### config.mk
export PLATFORM = sky130hd
export DESIGN_NAME = mult_div_ctrl
export DESIGN_NICKNAME = d
export VERILOG_FILES = /design/src/rtl/mult_div_ctrl.sv
export SDC_FILE = /design/constraint.sdc
export NUM_CORES = 1
export LEC_CHECK = 0
export ABC_AREA = 0
export CAP_MARGIN = 5
export CORE_MARGIN = 3
export CORE_UTILIZATION = 45
export CTS_CLUSTER_DIAMETER = 50
export DETAILED_ROUTE_END_ITERATION = 10
export GPL_TIMING_DRIVEN = 0
export PLACE_DENSITY_LB_ADDON = 0.1
export RECOVER_POWER = 25
export SYNTH_ARGS = -nofsm -noshare
export SYNTH_HDL_FRONTEND = slang
export SYNTH_SLANG_ARGS = --single-unit
### constraint.sdc
create_clock -name clk -period 6 [get_ports clk]
set_input_delay 1.2 -clock clk [delete_from_list [all_inputs] [get_ports clk]]
set_output_delay 1.2 -clock clk [all_outputs]
set_load 0.05 [all_outputs]
### src/rtl/mult_div_ctrl.sv
// Iterative signed MULT/DIV sequencer for the HI/LO unit.
// Uses radix-2 Booth for multiply and restoring division on magnitudes for divide.
module mult_div_ctrl #(
    parameter int DATA_W = 32
) (
    input  logic              clk,
    input  logic              reset,
    input  logic              start,
    input  logic              op,
    input  logic [DATA_W-1:0] a,
    input  logic [DATA_W-1:0] b,
    output logic              busy,
    output logic              done,
    output logic              div0,
    output logic [DATA_W-1:0] hi,
    output logic [DATA_W-1:0] lo
);

    localparam int CNT_W = $clog2(DATA_W);

    typedef enum logic [1:0] {IDLE, RUN, FIN, ZERO} state_t;

    state_t state, state_next;

    logic [CNT_W-1:0]  counter;
    logic              op_q;
    logic              neg_q;
    logic              neg_r;
    logic              q_m1;
    logic [DATA_W:0]   acc;
    logic [DATA_W:0]   mcand;
    logic [DATA_W-1:0] mplr;

    logic [DATA_W-1:0] a_mag;
    logic [DATA_W-1:0] b_mag;
    logic [DATA_W:0]   booth_sum;
    logic [DATA_W:0]   rem_shift;
    logic [DATA_W:0]   rem_diff;

    // Negating the most negative value wraps back to itself, which is the correct unsigned magnitude.
    assign a_mag = a[DATA_W-1] ? -a : a;
    assign b_mag = b[DATA_W-1] ? -b : b;

    // acc is one bit wider than an operand so Booth's add of -2^31 cannot overflow.
    always_comb begin
        booth_sum = acc;
        case ({mplr[0], q_m1})
            2'b01:   booth_sum = acc + mcand;
            2'b10:   booth_sum = acc - mcand;
            default: booth_sum = acc;
        endcase
    end

    assign rem_shift = {acc[DATA_W-1:0], mplr[DATA_W-1]};
    assign rem_diff  = rem_shift - mcand;

    assign busy = (state != IDLE);

    always_ff @(posedge clk or negedge reset) begin
        if (!reset) begin
            state <= IDLE;
        end else begin
            state <= state_next;
        end
    end

    always_comb begin
        state_next = state;
        case (state)
            IDLE: begin
                if (start) begin
                    state_next = (op && (b == '0)) ? ZERO : RUN;
                end
            end
            RUN: begin
                if (counter == CNT_W'(DATA_W - 1)) begin
                    state_next = FIN;
                end
            end
            FIN:     state_next = IDLE;
            ZERO:    state_next = IDLE;
            default: state_next = IDLE;
        endcase
    end

    always_ff @(posedge clk or negedge reset) begin
        if (!reset) begin
            counter <= '0;
            op_q    <= 1'b0;
            neg_q   <= 1'b0;
            neg_r   <= 1'b0;
            q_m1    <= 1'b0;
            acc     <= '0;
            mcand   <= '0;
            mplr    <= '0;
            done    <= 1'b0;
            div0    <= 1'b0;
            hi      <= '0;
            lo      <= '0;
        end else begin
            done <= 1'b0;
            div0 <= 1'b0;
            case (state)
                IDLE: begin
                    if (start) begin
                        counter <= '0;
                        op_q    <= op;
                        neg_q   <= a[DATA_W-1] ^ b[DATA_W-1];
                        neg_r   <= a[DATA_W-1];
                        q_m1    <= 1'b0;
                        acc     <= '0;
                        if (op) begin
                            mcand <= {1'b0, b_mag};
                            mplr  <= a_mag;
                        end else begin
                            mcand <= {a[DATA_W-1], a};
                            mplr  <= b;
                        end
                    end
                end
                RUN: begin
                    counter <= counter + 1'b1;
                    if (!op_q) begin
                        {acc, mplr, q_m1} <= {booth_sum[DATA_W], booth_sum, mplr};
                    end else if (rem_diff[DATA_W]) begin
                        acc  <= rem_shift;
                        mplr <= {mplr[DATA_W-2:0], 1'b0};
                    end else begin
                        acc  <= rem_diff;
                        mplr <= {mplr[DATA_W-2:0], 1'b1};
                    end
                end
                FIN: begin
                    done <= 1'b1;
                    if (!op_q) begin
                        hi <= acc[DATA_W-1:0];
                        lo <= mplr;
                    end else begin
                        hi <= neg_r ? -acc[DATA_W-1:0] : acc[DATA_W-1:0];
                        lo <= neg_q ? -mplr : mplr;
                    end
                end
                ZERO: begin
                    div0 <= 1'b1;
                end
                default: ;
            endcase
        end
    end

endmodule

==> results of run 1 <==
-- registers in the layout, summed over array words and instances (netlist names) --
register,count
neg_r,1
counter,5
op_q,1
hi,32
neg_q,1
done,1
state,2
q_m1,1
div0,1
acc,33
mplr,32
mcand,33
lo,32
-- logic make-up (layout without fill, tap and decap cells) --
kind of cell	count (synthesis)	count (layout)	share of synthesized area, %
flops	175	175	29.26
buf+inv	193	357	4.957
mux	50	50	3.369
xor+xnor	202	202	11.87
simple gates	567	567	17.83
compound gates	633	633	26.43
fa+ha+maj	74	74	6.286
-- metal layers --
metal  up-vias  wire length [µm]  GRT usage (%)
met3       100              5069          7.609
met4         0              2199          12.20
met2       648             23730          45.94
met1      7230             24660          43.61
li1       7123                 -              -
met5         -                 0              0
-- worst paths after layout --
check / start / endpoint / slack [ns] / depth (start not counted)
worst max register to register: mcand[0] / acc[30] / 0.74 / 17
worst min register to register: hi[28] / hi[28] / 0.48 / 2
worst min-delay path: hi[28] / hi[28] / 0.48 / 2
max in group asynchronous: reset / counter[1] / 1.15 / 2
min in group asynchronous: reset / hi[20] / 1.75 / 1
worst max-delay path: mcand[0] / acc[30] / 0.74 / 17
-- layout by cell type (no fill, tap or decap), drive strengths merged, types with 8 or more instances in the layout --
cell type      netlist  layout
a21o                17      17
o21bai               9       9
o21ai              251     251
nand4               18      18
o21a                 9       9
nor3                34      34
a31oi               22      22
o211ai              62      62
nand2b              20      20
nor4                19      19
dfrtp              175     175
clkbuf             105     125
or4                 11      11
a22oi               15      15
or3                 20      20
nand2              273     273
xnor2              110     110
o31ai               31      31
buf                 20      20
xor2                92      92
nor2                95      95
mux2i               47      47
and3                 9       9
o41ai               14      14
inv                 66      74
o221ai              11      11
clkinv               2       8
and2                10      10
nand3               24      24
a21oi              125     125
nor2b               15      15
ha                  72      72
a211oi              19      19
clkdlybuf4s50        0     130
-- critical path, delay by kind of cell (launching register included) --
kind	cells	cell delay (ns)
flip-flops	1	0.50
buffers and inverters	2	0.32
adder cells (fa/ha/maj)	2	0.46
AND/OR/NAND/NOR	4	1.49
AO/OA/AOI/OAI	8	2.00
XOR/XNOR	1	0.33
-- final cells by class --
cell class	instances	area, µm²
repair buffers	132	1313
clock buffers	18	439.2
flip-flops and latches	175	4379
clock inverters	14	177.7
well taps	442	553.0
multi-input cells	1526	9847
fillers	3219	15250
plain buffers	125	486.7
inverters	68	255.2
-- metrics by stage --
| stage | area [µm²] | instances | util, % | setup TNS (ns) | hold WS, ns |
|---|---|---|---|---|---|
| floorplan | 14970 | 1894 | - | 0 | 0.4609 |
| global placement | 16830 | 2467 | 51.47 | -627.85 | 0.4634 |
| detailed placement | 16860 | 2468 | 51.57 | 0 | 0.4695 |
| CTS | 17480 | 2500 | 53.46 | 0 | 0.4871 |
| global route | 17450 | 2500 | 53.36 | 0 | 0.5125 |
| finish | 17450 | 2500 | 53.36 | 0 | 0.4768 |
==> impl_metrics.tcl, run 1 <==
set metrics [dict create \
    fin_worst_skew_ns 0.01342 \
    hpwl_um 44550 \
    overflow 0 \
    hold_path.class "flop to flop" \
    fin_crit_sh_pct 87.64 \
    synth_cell_type_count 80 \
    synth_area_mm2 0.01497 \
    cp_data_required_time_ns 6.31 \
    slowest_stage "nor3b_1" \
    grt_antenna_before_repair 0 \
    slew_headroom_pct -106.7 \
    grt_pass1_wl_um 84850 \
    layout.nets 2187 \
    cts_tree "yes" \
    grt_max_degree 121 \
    fp-row-count 66 \
    viasPerCell 6.040 \
    synth_edf_count 0 \
    ctsResizeCount 0 \
    end_kind "flop" \
    status "finished with violations" \
    synth_common_cells "273 x nand2_1, 244 x o21ai_0, 175 x dfrtp_1" \
    synth_warnings 0 \
    netlist.area_leader.share_pct 29.26 \
    cts-htree-levels 4 \
    die_x_um 188.4 \
    maxSlewViolCount 178 \
    avgSynthCellArea_um2 7.903 \
    ys_seq_elements 175 \
    crit_type "flop to flop" \
    fmax_ghz 0.1902 \
    syn2layout_area_growth_pct 16.58 \
    slowest_delay_ns 0.80 \
    synth_nets 2036 \
    ant_nets 0 \
    firstDrtPassIters 5 \
    dr.first_iter.drc_count 1442 \
    async_flop_share_pct 100.0 \
    root_buffer "clkbuf_16" \
    rsz0062_at_grt "false" \
    drc 0 \
    setup_slack_ns 0.7418 \
    synth_cells 1894 \
    gp_congestion 1.016 \
    path_clk_slew_ns 0.08 \
    portBuffers 131 \
    final_hold_viol_count 0 \
    start_util_pct 45.77 \
    cp-start-kind "flop" \
    numCtsBuffers 17 \
    wirelength_um 55660 \
    maxCapViolCount 2 \
    cp.arrival_ns 5.57 \
    core_area_mm2 0.03270 \
    clockBufferDepth 2 \
    failed_checks "capacitance limit, slew limit" \
    dieHeight_um 188.4 \
    ios 135 \
    pre_cts_ws_ns 0.8807 \
    wl_per_cell_um 22.26 \
    grt_pass1_vias 14365 \
    ys_top_cells_by_area "dfrtp_1 29%, o21ai_0 8.2%, nand2_1 6.8%" \
    finalCriticalPeriod_ns 5.258 \
    die-area_mm2 0.03549 \
    ctsHoldBuffers 0 \
    cts_setup_buffers 0 \
    diodes 0 \
    grt.total_usage_pct 30.99 \
    vias 15101 \
    synth-main-ff-cell "dfrtp_1" \
    synth_most_common_cell "nand2_1" \
    clkLatencyLatePin_ns 0.47 \
    path_cells "inv_1, ha_1, nor3b_1, and2_1, nor3b_1, a21oi_1, xnor2_1, ha_1, clkbuf_1, a211oi_1, o211ai_1, nand2_1, o22ai_1, o211ai_1, a211oi_1, o41ai_1, a31oi_1" \
    cp_max_fo 7 \
    drive_gt1_share_pct 3.984 \
    yosysTopAreaCell "dfrtp_1" \
    tightest_slew_ns 3.101 \
    ys_seq_area_share_pct 29.26 \
    clkSinkCount 175 \
    setup_viol 0 \
]
Power of run 1 is not shown: default switching activity piles up to over one toggle a cycle in this logic, so the estimate is an artifact.
==> run 2, diff against run 1 <==
Settings changed: SKIP_CTS_REPAIR_TIMING from default to 1.
Clock period 6 ns to 5.3 ns, I/O delays scaled along.
==> run 2 against run 1 <==
- the run still ends with capacitance limit, slew limit left
- worst hold slack hardly changed
- first-iteration DRC count shrank 6.8%
- non-clock buffer count did not move
- core utilization grew 0.092 points
- maximum frequency up 4.7%
- final cell count unchanged
- clock-buffer cell count is the same
- sequential cell count stayed put
- register-to-register slack worse by 0.46 ns
- global-route usage unchanged
- largest cell class unchanged
==> impl_metrics.tcl, run 2 (synthesis results as in run 1) <==
set metrics [dict create \
    status "finished with violations" \
    failed_checks "capacitance limit, slew limit" \
    grt_pass1_vias 14365 \
    cp.arrival_ns 5.33 \
    cp-start-kind "flop" \
    drc 0 \
    firstDrtPassIters 5 \
    layout_commonest_cell "nand2_1" \
    clkLatencyLatePin_ns 0.47 \
    wl_met1_um 24680 \
    dr.first_iter.drc_count 1344 \
    wl_met2_um 23720 \
    layout.nets 2187 \
    viasPerCell 6.054 \
    maxCapViolCount 1 \
    numCtsBuffers 17 \
    fmax_ghz 0.1992 \
    met3_length_um 5081 \
    die-area_mm2 0.03549 \
    instances_no_fill 2500 \
    core_area_mm2 0.03270 \
    top_layer "met4" \
    hp-start "hi[28]" \
    wirelength_um 55660 \
    fin_worst_skew_ns 0.01448 \
    grt_pass1_wl_um 84850 \
    cts_tree "yes" \
    drive_gt1_share_pct 4.082 \
    most-common-layout-cells "273 x nand2_1, 244 x o21ai_0, 175 x dfrtp_1" \
    ant_nets 0 \
    dp_cells 2468 \
    hold_path_depth 2 \
    cp_data_required_time_ns 5.61 \
    rsz0062_at_grt "false" \
    portBuffers 131 \
    largest_registers "acc (33), mcand (33)" \
    end_kind "flop" \
    ios 135 \
    die_x_um 188.4 \
    dieHeight_um 188.4 \
    clkSinkCount 175 \
    grt.total_usage_pct 30.99 \
    root_buffer "clkbuf_16" \
    final_hold_viol_count 0 \
    gp_congestion 1.016 \
    grt_max_degree 121 \
    vias 15134 \
    syn2layout_area_growth_pct 16.78 \
    path_clk_slew_ns 0.08 \
    fp-row-count 66 \
    whs_ns 0.4769 \
    fillers 3221 \
    cts-htree-levels 4 \
    diodes 0 \
    reg2reg_from "mplr[0]" \
    reg2reg_depth 15 \
    crit_type "flop to flop" \
    grt_antenna_before_repair 0 \
    critical_path.startpoint "mplr[0]" \
    start_util_pct 45.77 \
    overflow 0 \
    wl_per_cell_um 22.27 \
    hold_path.class "flop to flop" \
    cp_max_fo 10 \
    fin_crit_sh_pct 94.72 \
    maxSlewViolCount 56 \
    tightest_slew_ns 3.271 \
    setup_viol 0 \
    hpwl_um 44550 \
    clockBufferDepth 2 \
    finalCriticalPeriod_ns 5.020 \
    slew_headroom_pct -118.0 \
]
run 2: path summary, 6_finish.rpt:
check	endpoint	slack [ns]
worst max-delay path	acc[30]	0.28
max in group asynchronous	acc[2]	1.77
worst max register to register	acc[30]	0.28
min in group asynchronous	hi[8]	1.68
worst min-delay path	hi[28]	0.48
worst min register to register	hi[28]	0.48
run 2: stage by stage:
| step | setup WS, ns | utilization, % | setup TNS [ns] | cell area [µm²] |
|---|---|---|---|---|
| after floorplan | 1.324 | - | 0 | 14970 |
| after global placement | -4.181 | 51.47 | -725.85 | 16830 |
| after detailed placement | 0.1807 | 51.57 | 0 | 16860 |
| after CTS | 0.1177 | 53.46 | 0 | 17480 |
| after global routing | 0.09163 | 53.46 | 0 | 17480 |
| final | 0.2800 | 53.46 | 0 | 17480 |
run 2: area by class of cell:
cell class	instances	area (µm²)	area share [%]
Buffer	125	486.7	2.784
Clock inverter	14	177.7	1.016
Sequential cell	175	4379	25.05
Inverter	68	255.2	1.460
Clock buffer	18	439.2	2.512
Timing Repair Buffer	132	1333	7.623
Tap cell	442	553.0	3.164
Multi-Input combinational cell	1526	9857	56.39
run 2: layer usage:
metal | GRT usage [%] | up-vias
met2 | 45.94 | 653
met4 | 12.20 | 0
li1 | - | 7137
met1 | 43.61 | 7244
met5 | 0 | -
met3 | 7.609 | 100
run 2: critical path, cell delays in order, from the launching register on:
cell and delay (ns):
dfrtp_1 0.54, ha_1 0.39, clkbuf_1 0.48, a21oi_1 0.11, xnor2_1 0.34, ha_1 0.21
clkbuf_1 0.25, a21oi_1 0.11, and2_1 0.17, a211oi_1 0.36, o21ai_1 0.25, o22ai_1 0.36
o211ai_1 0.19, and3_1 0.20, o41ai_1 0.67, a31oi_1 0.21
Power of run 2 is left out for the same reason.
==> run 3, diff against run 2 <==
Settings changed: RECOVER_POWER 25 to 100.
==> run 3 against run 2 <==
- the run still ends with capacitance limit, slew limit left
- via count is essentially flat
- clock-buffer cell count stayed put
- first-iteration DRC count increased by 12%
- final cell count unchanged
- routed wire length about the same
- maximum frequency down 0.74%
- worst hold slack worse by 0.0052 ns
- non-clock buffer count is the same
- critical path type unchanged
==> impl_metrics.tcl, run 3 (synthesis results as in run 1) <==
set metrics [dict create \
    status "finished with violations" \
    failed_checks "capacitance limit, slew limit" \
    grt.total_usage_pct 30.99 \
    whs_ns 0.4717 \
    setup_viol 0 \
    grt_pass1_vias 14365 \
    finish.utilization_pct 53.13 \
    end_kind "flop" \
    clockBufferDepth 2 \
    fin_crit_sh_pct 95.42 \
    path_clk_slew_ns 0.08 \
    pre_cts_ws_ns 0.1807 \
    fin_worst_skew_ns 0.01238 \
    clkSinkCount 175 \
    instances_no_fill 2500 \
    tightest_slew_ns 3.256 \
    start_util_pct 45.77 \
    drive_gt1_share_pct 3.110 \
    dr.first_iter.drc_count 1501 \
    die_x_um 188.4 \
    fp-row-count 66 \
    cts-htree-levels 4 \
    cp-start-kind "flop" \
    wirelength_um 55690 \
    layout.nets 2187 \
    die-area_mm2 0.03549 \
    largest_registers "acc (33), mcand (33)" \
    dieHeight_um 188.4 \
    finalCriticalPeriod_ns 5.057 \
    crit_type "flop to flop" \
    rsz0062_at_grt "false" \
    hold_path.class "flop to flop" \
    layout_commonest_cell "nand2_1" \
    hpwl_um 44550 \
    most-common-layout-cells "273 x nand2_1, 246 x o21ai_0, 175 x dfrtp_1" \
    wl_per_cell_um 22.27 \
    ios 135 \
    slew_headroom_pct -117.1 \
    setup_slack_ns 0.2428 \
    root_buffer "clkbuf_16" \
    numCtsBuffers 17 \
    dp_cells 2468 \
    firstDrtPassIters 8 \
    ant_nets 0 \
    cp.arrival_ns 5.41 \
    syn2layout_area_growth_pct 16.07 \
    grt_pass1_wl_um 84850 \
    maxCapViolCount 1 \
    viasPerCell 6.056 \
    gp_congestion 1.016 \
    cp_data_required_time_ns 5.65 \
    cts_tree "yes" \
    grt_antenna_before_repair 0 \
    final_hold_viol_count 0 \
    vias 15139 \
    grt_max_degree 121 \
    portBuffers 131 \
    fmax_ghz 0.1977 \
    clkLatencyLatePin_ns 0.46 \
    maxSlewViolCount 56 \
    core_area_mm2 0.03270 \
    cp_max_fo 10 \
    r2r_slack_ns 0.24 \
    drc 0 \
    diodes 0 \
    overflow 0 \
]
[run 3: cell count changes in the layout (fill, tap and decap cells not counted), sizes merged]
cell | before | now
clkdlybuf4s50 | 130 | 59
buf | 21 | 14
clkbuf | 124 | 131
dlygate4sd3 | 0 | 71
[run 3: area by class of cell]
| cell class | count | area, µm² |
|---|---|---|
| Buffer | 125 | 483.0 |
| Clock buffer | 18 | 439.2 |
| Clock inverter | 14 | 177.7 |
| Fill cell | 3237 | 15330 |
| Inverter | 68 | 255.2 |
| Multi-Input combinational cell | 1526 | 9753 |
| Sequential cell | 175 | 4379 |
| Tap cell | 442 | 553.0 |
| Timing Repair Buffer | 132 | 1333 |
[run 3: stage by stage]
| step | TNS [ns] | cell area [µm²] |
|---|---|---|
| finish | 0 | 17370 |
| global route | 0 | 17370 |
| CTS | 0 | 17480 |
| detailed placement | 0 | 16860 |
| global placement | -725.85 | 16830 |
| floorplan | 0 | 14970 |
[run 3: worst max-delay path: stages, from the launching register on]
cell	delay (ns)
dfrtp_1	0.50
inv_1	0.18
ha_1	0.21
inv_1	0.06
fa_1	0.43
a211oi_2	0.27
nor3_1	0.10
nor3_1	0.56
o21ai_0	0.23
a41oi_1	0.50
o211ai_1	0.18
xnor2_1	0.62
clkbuf_1	0.59
o211ai_1	0.19
a31o_2	0.33
[run 3: worst paths after layout]
kind	from	to	cells past startpoint
max	mplr[31]	acc[20]	14
min	hi[28]	hi[28]	2
max reg2reg	mplr[31]	acc[20]	14
min reg2reg	hi[28]	hi[28]	2
max in group asynchronous	reset	acc[10]	1
min in group asynchronous	reset	hi[1]	1
[run 3: layer usage]
metal	vias up	wire length, µm	global-route usage, %
met1	7250	24680	43.61
met2	634	23770	45.94
met4	0	2260	12.20
met5	-	0	0
li1	7146	-	-
met3	109	4979	7.609
Power of run 3 is left out for the same reason.
